<file path="config.mk">
export PLATFORM = sky130hd
export DESIGN_NAME = spike_rate_decoder
export DESIGN_NICKNAME = d
export VERILOG_FILES = /design/src/rtl/rate_dec_pkg.sv /design/src/rtl/spike_channel_counter.sv /design/src/rtl/spike_rate_decoder.sv
export SDC_FILE = /design/constraint.sdc
export NUM_CORES = 1
export LEC_CHECK = 0
export ABC_AREA = 1
export BUFFER_PORTS_ARGS = -buffer_cell sky130_fd_sc_hd__buf_4
export CORE_MARGIN = 4
export CORE_UTILIZATION = 55
export CTS_CLUSTER_SIZE = 14
export DETAILED_ROUTE_END_ITERATION = 8
export GPL_TIMING_DRIVEN = 0
export PLACE_DENSITY_LB_ADDON = 0.1
export SETUP_SLACK_MARGIN = 0.5
export SYNTH_ARGS = -nofsm -noshare
export SYNTH_HDL_FRONTEND = slang
export SYNTH_SLANG_ARGS = --single-unit
</file>
<file path="constraint.sdc">
create_clock -name clk -period 3.1 [get_ports clk]
set_input_delay 0 -clock clk [delete_from_list [all_inputs] [get_ports clk]]
set_output_delay 0 -clock clk [all_outputs]
set_load 0.005 [all_outputs]
</file>
<file path="src/rtl/rate_dec_pkg.sv">
// Shared types and defaults for the spike rate decoder.
package rate_dec_pkg;

  localparam int unsigned NUM_CH_DEF = 4;
  localparam int unsigned CNT_W_DEF  = 8;
  localparam int unsigned WIN_W_DEF  = 8;

  typedef enum logic {
    IDLE  = 1'b0,
    COUNT = 1'b1
  } state_t;

  // All-ones value of width w, used as the saturation ceiling.
  function automatic logic [31:0] all_ones(input int unsigned w);
    all_ones = (w >= 32) ? 32'hffff_ffff : ((32'h1 << w) - 32'h1);
  endfunction

endpackage

</file>
<file path="src/rtl/spike_channel_counter.sv">
// One channel: optional rising-edge detect, saturating counter with clear, sat flag.
// RATE_DEC_EDGE_EN selects edge counting instead of level counting.
module spike_channel_counter
  import rate_dec_pkg::*;
#(
  parameter int unsigned CNT_W = CNT_W_DEF
) (
  input  logic             clk,
  input  logic             reset,
  input  logic             spike,
  input  logic             en,
  input  logic             clr,
  output logic [CNT_W-1:0] cnt_next_c,
  output logic             sat_next_c
);

  localparam logic [CNT_W-1:0] CNT_MAX = CNT_W'(all_ones(CNT_W));

  logic [CNT_W-1:0] cnt_q;
  logic             sat_q;
  logic             inc;

`ifdef RATE_DEC_EDGE_EN
  logic prev_q;

  // Previous sample tracks the line every cycle, independent of the window.
  always_ff @(posedge clk) begin
    if (reset) prev_q <= 1'b0;
    else       prev_q <= spike;
  end

  assign inc = spike & ~prev_q;
`else
  assign inc = spike;
`endif

  // Count including this cycle's increment; the top latches this at window end.
  always_comb begin
    cnt_next_c = cnt_q;
    if (inc && (cnt_q != CNT_MAX)) cnt_next_c = cnt_q + CNT_W'(1);
    sat_next_c = sat_q | (cnt_next_c == CNT_MAX);
  end

  always_ff @(posedge clk) begin
    if (reset || clr) begin
      cnt_q <= '0;
      sat_q <= 1'b0;
    end else if (en) begin
      cnt_q <= cnt_next_c;
      sat_q <= sat_next_c;
    end
  end

endmodule

</file>
<file path="src/rtl/spike_rate_decoder.sv">
// Windowed per-channel spike rate decoder with a valid/ready result register.
// Define RATE_DEC_EDGE_EN to count rising edges rather than high cycles.
module spike_rate_decoder
  import rate_dec_pkg::*;
#(
  parameter int unsigned NUM_CH = NUM_CH_DEF,
  parameter int unsigned CNT_W  = CNT_W_DEF,
  parameter int unsigned WIN_W  = WIN_W_DEF
) (
  input  logic                    clk,
  input  logic                    reset,
  input  logic [NUM_CH-1:0]       spike_in,
  input  logic [WIN_W-1:0]        window_len,
  input  logic                    start,
  input  logic                    stop,
  input  logic                    cont,
  output logic                    busy,
  output logic                    rate_valid,
  input  logic                    rate_ready,
  output logic [NUM_CH*CNT_W-1:0] rate_data,
  output logic [NUM_CH-1:0]       rate_sat,
  output logic                    overrun
);

  state_t state_q, state_d;

  logic [WIN_W-1:0]        win_q;
  logic                    last;
  logic                    accept;
  logic                    load;
  logic                    clr;
  logic                    en;
  logic [NUM_CH*CNT_W-1:0] cnt_next;
  logic [NUM_CH-1:0]       sat_next;

  // A loaded 0 wraps through all ones, giving the full 2^WIN_W window.
  assign last = (win_q == WIN_W'(1));
  assign en   = (state_q == COUNT);

  always_comb begin
    state_d = state_q;
    accept  = 1'b0;
    load    = 1'b0;
    clr     = 1'b0;
    case (state_q)
      IDLE: begin
        if (start) begin
          accept  = 1'b1;
          clr     = 1'b1;
          state_d = COUNT;
        end
      end
      COUNT: begin
        if (stop) begin
          state_d = IDLE;
        end else if (last) begin
          load = 1'b1;
          if (cont) clr = 1'b1;
          else      state_d = IDLE;
        end
      end
      default: state_d = IDLE;
    endcase
  end

  always_ff @(posedge clk) begin
    if (reset) begin
      state_q <= IDLE;
      busy    <= 1'b0;
    end else begin
      state_q <= state_d;
      busy    <= (state_d == COUNT);
    end
  end

  always_ff @(posedge clk) begin
    if (reset)                   win_q <= '0;
    else if (accept || clr)      win_q <= window_len;
    else if (state_q == COUNT)   win_q <= win_q - WIN_W'(1);
  end

  for (genvar i = 0; i < NUM_CH; i++) begin : g_ch
    spike_channel_counter #(.CNT_W(CNT_W)) u_ch (
      .clk        (clk),
      .reset      (reset),
      .spike      (spike_in[i]),
      .en         (en),
      .clr        (clr),
      .cnt_next_c (cnt_next[i*CNT_W +: CNT_W]),
      .sat_next_c (sat_next[i])
    );
  end

  // Result register; a load in the same cycle as a consume is not an overrun.
  always_ff @(posedge clk) begin
    if (reset) begin
      rate_valid <= 1'b0;
      rate_data  <= '0;
      rate_sat   <= '0;
      overrun    <= 1'b0;
    end else begin
      if (load) begin
        rate_data <= cnt_next;
        rate_sat  <= sat_next;
      end
      rate_valid <= load | (rate_valid & ~rate_ready);
      if (accept)                                 overrun <= 1'b0;
      else if (load && rate_valid && !rate_ready) overrun <= 1'b1;
    end
  end

endmodule

</file>
Word-level counts from Yosys, hierarchy flattened
Index checks and enable logic that the tools add are counted.
{ "word_totals": {"reg_bits": 83, "latch_bits": 0, "ram_bits": 0, "mem_bits_ro": 0, "input_bits": 18, "output_inout_bits": 39, "wordCells": 65, "mem_count": 0} }
{ "op_classes": {"n_addsub": 5, "mul": 0, "n_div": 0, "order_cmp": 0, "n_eq_ne": 9, "shifts": 0, "muxes": 18, "n_bitwise": 8, "n_reduce_logical": 11} }
{ "ops": {"columns": ["op", "count"], "rows": [
  ["$mux W8", 6],
  ["$add A8 B1 Y8 const B", 4],
  ["$eq A8 B8 Y1 const B", 4],
  ["$ne A8 B8 Y1 const B", 4],
  ["$mux W1", 10],
  ["$eq A8 B1 Y1 const B", 1],
  ["$sub A8 B1 Y8 const B", 1],
  ["$logic_and A1 B1 Y1", 6],
  ["$or A1 B1 Y1", 5],
  ["$pmux W1 S2", 2],
  ["$logic_or A1 B1 Y1", 2],
  ["$not A1 Y1", 2],
  ["$reduce_bool A2 Y1", 1],
  ["$reduce_or A2 Y1", 1],
  ["$and A1 B1 Y1", 1],
  ["$logic_not A1 Y1", 1]
]} }

Logic depth before layout (Yosys ltp)
Gate-level depths: netlist (run 1).
{ "logic_depth": {"depth_word": 6, "depth_mapped": 13, "depth_no_buf": 13} }

Cells and area by module
A second synthesis (run 1) with hierarchy kept.
{ "unflattened": {"cells_unflattened": 728, "hier_area_um2": 4770.8} }
{ "by_module_without_submodules": {"columns": ["mod", "instances", "cells_each", "area_each_um2", "seq_area_each_um2"], "rows": [
  ["spike_channel_counter", 4, 113, 681.9, 180.2],
  ["spike_rate_decoder", 1, 276, 2043.2, 940.9]
]} }

Least setup slack after synthesis (run 1)
No wires, ideal clock.
{ "synth_timing": {"path_type": "reg-to-reg", "from": "register win_q[1]", "to": "register g_ch[1].u_ch.cnt_q[3]", "setup_time_ps": 147, "arrival_ps": 1457, "required_time_ps": 2953, "path_slack_ps": 1496, "stages_incl_launch_ff": 13, "n_path_buf": 1, "period_less_slack_ps": 1604, "cell_sequence": "dfxtp_1 inv_1 ha_1 nand3_1 nor2_4 nand3_4 inv_4 nand2_8 nand2_8 inv_4 nand2_8 buf_12 a211oi_2"} }
{ "synth_via": {"elab_chain_len": 5} }
{ "synth_rtl": {"columns": ["item", "line_no", "rtl"], "rows": [
  ["start, declared", "spike_rate_decoder.sv:27", "logic [WIN_W-1:0] win_q;"],
  ["start signal, assigned", "spike_rate_decoder.sv:78", "else if (accept || clr) win_q <= window_len;"],
  ["start signal, assigned", "spike_rate_decoder.sv:79", "else if (state_q == COUNT) win_q <= win_q - WIN_W'(1);"],
  ["$eq A8 B1 Y1", "spike_rate_decoder.sv:37", "assign last = (win_q == WIN_W'(1));"],
  ["$mux W1", "spike_rate_decoder.sv:56", "end else if (last) begin"],
  ["$mux W1", "spike_rate_decoder.sv:54", "if (stop) begin"],
  ["$pmux W1 S2", "spike_rate_decoder.sv:45", "case (state_q)"],
  ["$logic_or A1 B1 Y1", "spike_channel_counter.sv:45", "if (reset || clr) begin"],
  ["end signal, assigned", "spike_channel_counter.sv:49", "cnt_q <= cnt_next_c;"],
  ["end, declared", "spike_channel_counter.sv:19", "logic [CNT_W-1:0] cnt_q;"]
]} }
Every way passes these cells.
A chain may end at the register's enable or synchronous reset.

Worst setup path after layout (run 1)
{ "layout_timing": {"from": "register g_ch[3].u_ch.cnt_q[0]", "to": "register g_ch[3].u_ch.sat_q"} }
{ "layout_via": {"elab_chain_len": 5, "word_cells_on_any_way": 6, "cone_classes": "1 x add/sub; 2 x eq/ne; 1 x mux; 1 x bitwise; 1 x reduce/logical"} }
{ "layout_rtl": {"columns": ["item", "line_no", "rtl"], "rows": [
  ["start, declared", "spike_channel_counter.sv:19", null],
  ["start signal, assigned", "spike_channel_counter.sv:49", null],
  ["branches (longest 2 deep; another with $add A8 B1 Y8)", null, null],
  ["$mux W8 (*)", "spike_channel_counter.sv:40", "if (inc && (cnt_q != CNT_MAX)) cnt_next_c = cnt_q + CNT_W'(1);"],
  ["$eq A8 B8 Y1 (*)", "spike_channel_counter.sv:41", "sat_next_c = sat_q | (cnt_next_c == CNT_MAX);"],
  ["$or A1 B1 Y1 (*)", "spike_channel_counter.sv:41", null],
  ["end signal, assigned", "spike_channel_counter.sv:50", "sat_q <= sat_next_c;"],
  ["end, declared", "spike_channel_counter.sv:20", "logic sat_q;"]
]} }
Every way passes the cells marked *.

==> flow_summary.ini, run 1 <==
[status]
status = completed

[layout]
nets = 759
instances_no_fill = 845
fin_area_mm2 = 0.005492
final_common_cell = nand2_1
layout_common_cells = nand2_1, inv_1, dfxtp_1, nor2_1, nand3_1
diodes = 0
area_growth_pct = 17.54
drive_gt1_share_pct = 20.14

[floorplan]
die_area_mm2 = 0.01003
die_w_um = 100.2
die_y_um = 100.2
core_area_mm2 = 0.008258
start_util_pct = 56.58
row_count = 33
num_io_pins = 57

[route]
num_vias = 4513
finalWirelength_mm = 12.07
wl_per_cell_um = 14.28
drt_iter0_drc = 230
ant_nets = 0
dr.pass1.iters = 5
drc = 0
viasPerCell = 5.341

[synthesis]
synth.distinct_cells = 36
syn-num-nets = 686
yosys.area.top_type = dfxtp_1
synth_area_mm2 = 0.004672
synth_area_per_cell_um2 = 7.057
synth.top_cell.area_share_pct = 35.57
seq_area_frac_synth_pct = 35.57
synth-edff-count = 0
synth_area_leaders = dfxtp_1, nand2_1, inv_1
async_flop_share_pct = 0
yosys_warnings = 0
synthCells = 662
ys.flop_type = dfxtp_1
ys_ff_latch = 83

[clock_network]
cts_root_buf = clkbuf_8
clk_latency_ns = 0.36
tritoncts.num_buffers = 9
clockBufferDepth = 2
cts.clk_slew.worst_paths_ns = 0.08
clock_sinks = 83
tritoncts = done
cts_resized = 0
cts_max_level = 3

[flow_run]
maxCapViolCount = 0

[timing]
layout_min_cycle_time_ns = 1.896
worstMarginPinSlew_ns = 0.8604
max_freq_ghz = 0.5275
slew_violations = 0
hold_violations = 0
finalClockSkew_ns = 0.01012
rsz0062_at_grt = false
fin_setup_tns_ns = 0
setup_viol = 0
period_share_pct = 61.15
relSlewSlack_pct = 42.64

[power_and_ir_drop]
p_sw_share_pct = 29.13
pwr-share-comb_pct = 15.9
p_sw_uw = 674.2
vdd_drop_max_mv = 0.2082
p_clk_share_pct = 34.7
p_seq_share_pct = 49.4
p_total_uw = 2315
powerDensity_mw_per_mm2 = 421.5
power_leakage_uw = 0.002417
intPower_uw = 1640

[min_path]
hold_path_class = input port to flip-flop

[global_routing]
grtUsageTotal_pct = 24.40
grt_pass1_wl_mm = 19.67
antenna_found_initial = 0
grt-ovfl-total = 0
grt_max_degree = 15
grt_pass1_vias = 4135

[placement]
place_congestion = 0.8791
dpl.hpwl_mm = 8.655
place_area_mm2 = 0.005201
portBuffers = 53
dp_cells = 820

[critical_path]
crit_fanout = 10
crit_type = flip-flop to flip-flop
cp.arrival_ns = 2.19
cp.required_ns = 3.39
end_kind = flip-flop
cp-start-kind = flip-flop
==> layout make-up <==
| cell class | count | area [um2] |
|---|---|---|
| multi-input cells | 461 | 2482 |
| fillers | 746 | 2766 |
| flip-flops and latches | 83 | 1662 |
| plain buffers | 28 | 182.7 |
| clock inverters | 6 | 62.56 |
| well taps | 105 | 131.4 |
| inverters | 90 | 345.3 |
| repair buffers | 62 | 488.0 |
| clock buffers | 10 | 137.6 |
==> per-layer routing <==
layer  wire (um)  vias to the layer above  track usage [%]
met5           0                        -                0
met2        5793                      140            40.98
met3         671                       15            4.100
li1            -                     2305                -
met1        5445                     2053            32.48
met4         159                        0            6.528
==> worst paths after layout <==
check	end	start	slack, ns	cells after the start
worst max-delay path	g_ch[3].u_ch.sat_q$_SDFFE_PP0P_	g_ch[3].u_ch.cnt_q[0]$_SDFFE_PP0P_	1.20	11
worst min-delay path	win_q[5]$_SDFFE_PP0P_	window_len[5]	0.005	5
worst max register to register	g_ch[3].u_ch.sat_q$_SDFFE_PP0P_	g_ch[3].u_ch.cnt_q[0]$_SDFFE_PP0P_	1.20	11
worst min register to register	g_ch[3].u_ch.sat_q$_SDFFE_PP0P_	g_ch[3].u_ch.sat_q$_SDFFE_PP0P_	0.47	2
==> state kept, by name, summed over array words and instances (netlist names) <==
name             flops
g_ch.u_ch.cnt_q     32
rate_data           32
win_q                8
g_ch.u_ch.sat_q      4
rate_sat             4
en                   1
overrun              1
rate_valid           1
==> stage by stage <==
stage	hold WS, ns	utilization [%]	setup WS [ns]
6_report	0.004851	66.50	1.204
5_1_grt	0.02589	66.50	0.9825
4_1_cts	0.002723	66.50	1.208
3_5_place_dp	0.2929	62.98	1.218
3_3_place_gp	0.2847	62.98	1.249
2_1_floorplan	0.1862	-	1.496
==> cell families after synthesis <==
group	count (synthesis)	share of synthesized area, %
AOI/OAI and AO/OA	119	18.51
adders and majority gates	6	1.607
DFF	83	35.57
and+or+nand+nor	330	31.90
xor gates and xnor gates	6	1.125
buffers and inverters	118	11.30
==> power groups by stage <==
| stage | Sequential, uW | Combinational, uW | Clock, uW |
|---|---|---|---|
| floorplan | 1160 | 267 | 0 |
| global placement | 1170 | 348 | 0 |
| detailed placement | 1170 | 356 | 0 |
| CTS | 1140 | 367 | 813 |
| global route | 1150 | 409 | 853 |
| finish | 1140 | 369 | 802 |
==> cell usage after synthesis (2+ instances only) <==
library cell and number:
ha_1 6, nor2_1 63, inv_1 83, nand2_4 4
clkbuf_1 9, dfxtp_1 83, nand2_8 3, nand3_1 58
nor3_1 2, nand4_1 14, a21oi_2 8, buf_12 3
a31oi_1 10, inv_4 3, inv_2 2, clkinv_1 2
a211oi_2 22, buf_2 11, nor2_2 6, o211ai_2 5
buf_4 4, a21oi_1 31, nand2_1 170, nand2_2 6
o21ai_0 34, xor2_1 5, o211ai_1 5, nor2_4 2
==> worst max-delay path, cell delays in order (launching register included) <==
cell and delay [ns]:
dfxtp_1 0.44, ha_1 0.29, inv_1 0.06, nor2_1 0.12
nand2_2 0.16, nand2_2 0.15, nand2_1 0.06, nand2_1 0.11
nand2_1 0.06, nor2_1 0.17, nand3_1 0.11, a21oi_2 0.12
==> what timing repair did <==
item / 4_1_cts / 5_1_grt
endpoints found under the hold margin: 9 / 0
hold buffers: 9 / 0
setup buffers: 0 / 0
(Power assumes the default switching activity.)
==> inputs of run 2 (changes only) <==
--- a/config.mk
+++ b/config.mk
@@ -8,7 +8,7 @@
 export ABC_AREA = 1
 export BUFFER_PORTS_ARGS = -buffer_cell sky130_fd_sc_hd__buf_4
 export CORE_MARGIN = 4
-export CORE_UTILIZATION = 55
+export CORE_UTILIZATION = 53
 export CTS_CLUSTER_SIZE = 14
 export DETAILED_ROUTE_END_ITERATION = 8
 export GPL_TIMING_DRIVEN = 0
==> constraint.sdc (replaced) <==
create_clock -name clk -period 1.73 [get_ports clk]
set_input_delay 0 -clock clk [delete_from_list [all_inputs] [get_ports clk]]
set_output_delay 0 -clock clk [all_outputs]
set_load 0.005 [all_outputs]
==> flow_summary.ini, run 2 (synthesis gave the netlist of run 1 again) <==
[status]
status = completed

[critical_path]
crit_path_cell_trace = inv_2, ha_4, nand3_4, nor2_4, nand3_4, inv_6, buf_6, buf_12, o21ai_0, a31oi_1
cp-start-kind = flip-flop
crit_type = flip-flop to flip-flop
cp.arrival_ns = 1.98
crit_top_cell = nand3_4
crit_fanout = 7
end_kind = flip-flop
cp.required_ns = 2.01
slowest_stage = dfxtp_2
slowest_delay_ns = 0.33

[flow_run]
maxCapViolCount = 0

[route]
drc = 0
ant_nets = 0
dr.pass1.iters = 5
num_vias = 5109
drt_iter0_drc = 257
finalWirelength_mm = 15.45
viasPerCell = 5.696
wl_per_cell_um = 17.23

[layout]
area_growth_pct = 43.33
diodes = 0
multiInputGateArea_mm2 = 0.003059
final_common_cell = nand2_1
fillers = 551
instances_no_fill = 897
drive_gt1_share_pct = 44.07
layout_common_cells = nand2_1, buf_4, inv_1, dfxtp_1, nand2_2
fin_area_mm2 = 0.006696
final-seq-area_mm2 = 0.001719
nets = 811
top_regs = g_ch.u_ch.cnt_q x32, rate_data x32, win_q x8

[placement]
dpl.hpwl_mm = 8.909
place_congestion = 0.9289
place_area_mm2 = 0.005345
portBuffers = 53
dp_cells = 820

[floorplan]
core_area_mm2 = 0.008382
start_util_pct = 55.74
die_y_um = 101.9
num_io_pins = 57
die_area_mm2 = 0.01038
die_w_um = 101.9
row_count = 33

[clock_network]
clk_latency_ns = 0.37
tritoncts.num_buffers = 9
tritoncts = done
cts.clk_slew.worst_paths_ns = 0.09
cts_max_level = 3
clockBufferDepth = 2
clock_sinks = 83
cts_root_buf = clkbuf_8

[timing]
finalClockSkew_ns = 0.01675
rsz0062_at_grt = true
setup_viol = 0
worstMarginPinSlew_ns = 0.7387
period_share_pct = 98.42
layout_min_cycle_time_ns = 1.703
max_freq_ghz = 0.5873
relSlewSlack_pct = 50.75
hold_violations = 0
slew_violations = 0
fin_setup_tns_ns = 0

[global_routing]
grt_pass1_wl_mm = 22.79
grt-ovfl-total = 0
antenna_found_initial = 0
grtUsageTotal_pct = 27.68
grt_pass1_vias = 4770
grt_max_degree = 15

[power_and_ir_drop]
vdd_drop_max_mv = 0.5084
powerDensity_mw_per_mm2 = 637.3
power_leakage_uw = 0.002893
p_total_uw = 4268

[min_path]
hold_path_class = input port to flip-flop
==> run 2: area by class of cell <==
class | count | share of cell area [%]
Multi-Input combinational cell | 461 | 45.68
Sequential cell | 83 | 25.67
Timing Repair Buffer | 114 | 14.91
Inverter | 90 | 5.325
Buffer | 28 | 3.942
Tap cell | 105 | 1.962
Clock buffer | 10 | 1.906
Clock inverter | 6 | 0.5979
==> run 2: final timing paths <==
check                             startpoint                               to  slack (ns)  depth (start not counted)
min                            window_len[5]            win_q[5]$_SDFFE_PP0P_        0.01                          5
min reg2reg  g_ch[0].u_ch.sat_q$_SDFFE_PP0P_  g_ch[0].u_ch.sat_q$_SDFFE_PP0P_        0.47                          2
max reg2reg            win_q[1]$_SDFFE_PP0P_        rate_data[1]$_SDFFE_PP0P_        0.03                         10
max                    win_q[1]$_SDFFE_PP0P_        rate_data[1]$_SDFFE_PP0P_        0.03                         10
==> run 2: metal layers <==
| metal | part of all wire, % | up-vias | global-route usage [%] |
|---|---|---|---|
| li1 | - | 2411 | - |
| met1 | 40 | 2445 | 34.21 |
| met2 | 51 | 213 | 48.04 |
| met3 | 6.9 | 40 | 5.461 |
| met4 | 2.4 | 0 | 9.990 |
| met5 | 0 | - | 0 |
==> run 2: worst max-delay path: cells and delay by family, from the launching register on <==
family / cells / cell delay [ns]
compound gates: 2 / 0.37
flops: 1 / 0.33
simple gates: 3 / 0.33
buf+inv: 4 / 0.44
fa+ha+maj: 1 / 0.14
==> run 2: timing repair <==
action,4_1_cts,5_1_grt
setup buffers,39,8
gates resized for setup,90,104
endpoints found under the hold margin,9,0
pin swaps,36,29
hold buffers,10,0
cloned,2,2
endpoints found under the setup margin,82,83
==> run 2: per-stage QoR <==
| step | util, % | hold WS (ns) | worst slack [ns] |
|---|---|---|---|
| finish | 79.89 | 0.01063 | 0.02735 |
| global route | 79.89 | 0.03206 | -0.02109 |
| detailed placement | 63.77 | 0.2970 | -0.01199 |
| global placement | 63.77 | 0.2820 | 0.02497 |
| floorplan | - | 0.1862 | 0.2411 |
| CTS | 74.46 | 0.01206 | 0.1540 |
==> run 2: power breakdown <==
| part | switching (uW) | leakage, uW | internal, uW | total, uW |
|---|---|---|---|---|
| sequential | 82.2 | 0.000688 | 1980 | 2060 |
| clock | 771 | 0.0000909 | 525 | 1300 |
| combinational | 533 | 0.00211 | 380 | 913 |
| total | 1390 | 0.00289 | 2880 | 4270 |
==> inputs of run 3 (changes only) <==
--- a/config.mk
+++ b/config.mk
@@ -13,6 +13,7 @@
 export DETAILED_ROUTE_END_ITERATION = 8
 export GPL_TIMING_DRIVEN = 0
 export PLACE_DENSITY_LB_ADDON = 0.1
+export RECOVER_POWER = 100
 export SETUP_SLACK_MARGIN = 0.5
 export SYNTH_ARGS = -nofsm -noshare
 export SYNTH_HDL_FRONTEND = slang
==> flow_summary.ini, run 3 (synthesis gave the netlist of run 1 again) <==
[floorplan]
die_y_um = 101.9
die_w_um = 101.9
row_count = 33
start_util_pct = 55.74
die_area_mm2 = 0.01038
num_io_pins = 57
core_area_mm2 = 0.008382

[timing]
hold_violations = 0
worstMarginPinSlew_ns = 0.6743
max_freq_ghz = 0.5825
setup_viol = 0
timing.hold.ws_ns = 0.01392
rsz0062_at_grt = true
relSlewSlack_pct = 55.05
slew_violations = 0
layout_min_cycle_time_ns = 1.717
finalClockSkew_ns = 0.01494
period_share_pct = 99.24

[placement]
portBuffers = 53
dp_cells = 820
dpl.hpwl_mm = 8.909
place_congestion = 0.9289

[min_path]
hold_path_class = input port to flip-flop

[layout]
diodes = 0
top_regs = g_ch.u_ch.cnt_q x32, rate_data x32, win_q x8
final_common_cell = nand2_1
layout_common_cells = nand2_1, inv_1, buf_4, dfxtp_1, nand2_2
multiInputGateArea_mm2 = 0.003059
area_growth_pct = 43.14
nets = 811
fillers = 554
drive_gt1_share_pct = 43.69
final-seq-area_mm2 = 0.001718
instances_no_fill = 897

[clock_network]
clk_latency_ns = 0.36
cts.clk_slew.worst_paths_ns = 0.09
cts_root_buf = clkbuf_8
clockBufferDepth = 2
cts_max_level = 3
tritoncts.num_buffers = 9
tritoncts = done
clock_sinks = 83

[power_and_ir_drop]
power_leakage_uw = 0.002864
vdd_drop_max_mv = 0.5063
powerDensity_mw_per_mm2 = 636.7

[route]
viasPerCell = 5.706
ant_nets = 0
finalWirelength_mm = 15.42
dr.pass1.iters = 5
wl_per_cell_um = 17.19
drc = 0
drt_iter0_drc = 289
num_vias = 5118

[global_routing]
grtUsageTotal_pct = 27.68
grt_pass1_wl_mm = 22.79
grt-ovfl-total = 0
antenna_found_initial = 0
grt_max_degree = 15
grt_pass1_vias = 4770

[critical_path]
cp.required_ns = 2.00
critPathBufInv = 4
cp-start-kind = flip-flop
crit_fanout = 7
cp.arrival_ns = 1.99
crit_top_cell = nand3_4
crit_family = buffers and inverters
crit_path_cell_trace = inv_2, ha_4, nand3_4, nor2_4, nand3_4, inv_6, buf_6, buf_12, o21ai_0, a31oi_1
crit_type = flip-flop to flip-flop
slowest_stage = dfxtp_2
slowest_delay_ns = 0.33
end_kind = flip-flop
r2r_slack_ns = 0.01

[status]
status = completed

[flow_run]
maxCapViolCount = 0
## run 3: worst register-to-register path, delay by kind of cell, from the launching register on
family | cells | cell delay [ns]
flops | 1 | 0.33
simple gates | 3 | 0.34
buf+inv | 4 | 0.44
fa+ha+maj | 1 | 0.14
compound gates | 2 | 0.37
## run 3: layout make-up
type	instances	share of cell area, %
plain buffers	28	3.948
clock buffers	10	1.908
clock inverters	6	0.5987
inverters	90	5.332
multi-input cells	461	45.74
flip-flops and latches	83	25.69
well taps	105	1.964
repair buffers	114	14.82
## run 3: repair_timing
item | 4_1_cts | 5_1_grt
gates cloned | 2 | 2
endpoints found under the hold margin | 9 | 0
pin swaps | 36 | 29
hold buffers | 10 | 0
setup endpoints to repair | 82 | 83
resized for setup | 90 | 104
buffers inserted | 39 | 8
## run 3: report_power, final
part,switching (uW),total (uW),internal (uW)
combinational,533,912,379
sequential,82.4,2060,1980
clock,763,1290,525
total,1380,4260,2880
## run 3: path summary, 6_finish.rpt
check | startpoint | end | depth (start not counted)
hold / removal | window_len[5] | win_q[5]$_SDFFE_PP0P_ | 5
setup reg to reg | win_q[1]$_SDFFE_PP0P_ | rate_data[1]$_SDFFE_PP0P_ | 10
hold reg to reg | g_ch[0].u_ch.sat_q$_SDFFE_PP0P_ | g_ch[0].u_ch.sat_q$_SDFFE_PP0P_ | 2
setup / recovery | win_q[1]$_SDFFE_PP0P_ | rate_data[1]$_SDFFE_PP0P_ | 10
## run 3: stage by stage
stage | total power (uW) | setup slack [ns] | setup TNS, ns | instance area, um2 | utilization (%)
final | 4258 | 0.01317 | 0 | 6688 | 79.79
after global routing | 4415 | -0.02738 | -0.1064 | 6688 | 79.79
after CTS | 4104 | 0.1540 | 0 | 6241 | 74.46
after detailed placement | 2753 | -0.01199 | -0.01199 | 5345 | 63.77
after global placement | 2735 | 0.02497 | 0 | 5345 | 63.77
after floorplan | 2573 | 0.2411 | 0 | 4816 | -
## run 3: layer usage
| metal | wire length, um | up-vias | track usage, % |
|---|---|---|---|
| met3 | 1048 | 40 | 5.461 |
| met1 | 6192 | 2450 | 34.21 |
| met5 | 0 | - | 0 |
| met2 | 7790 | 219 | 48.04 |
| met4 | 385 | 0 | 9.990 |
| li1 | - | 2409 | - |
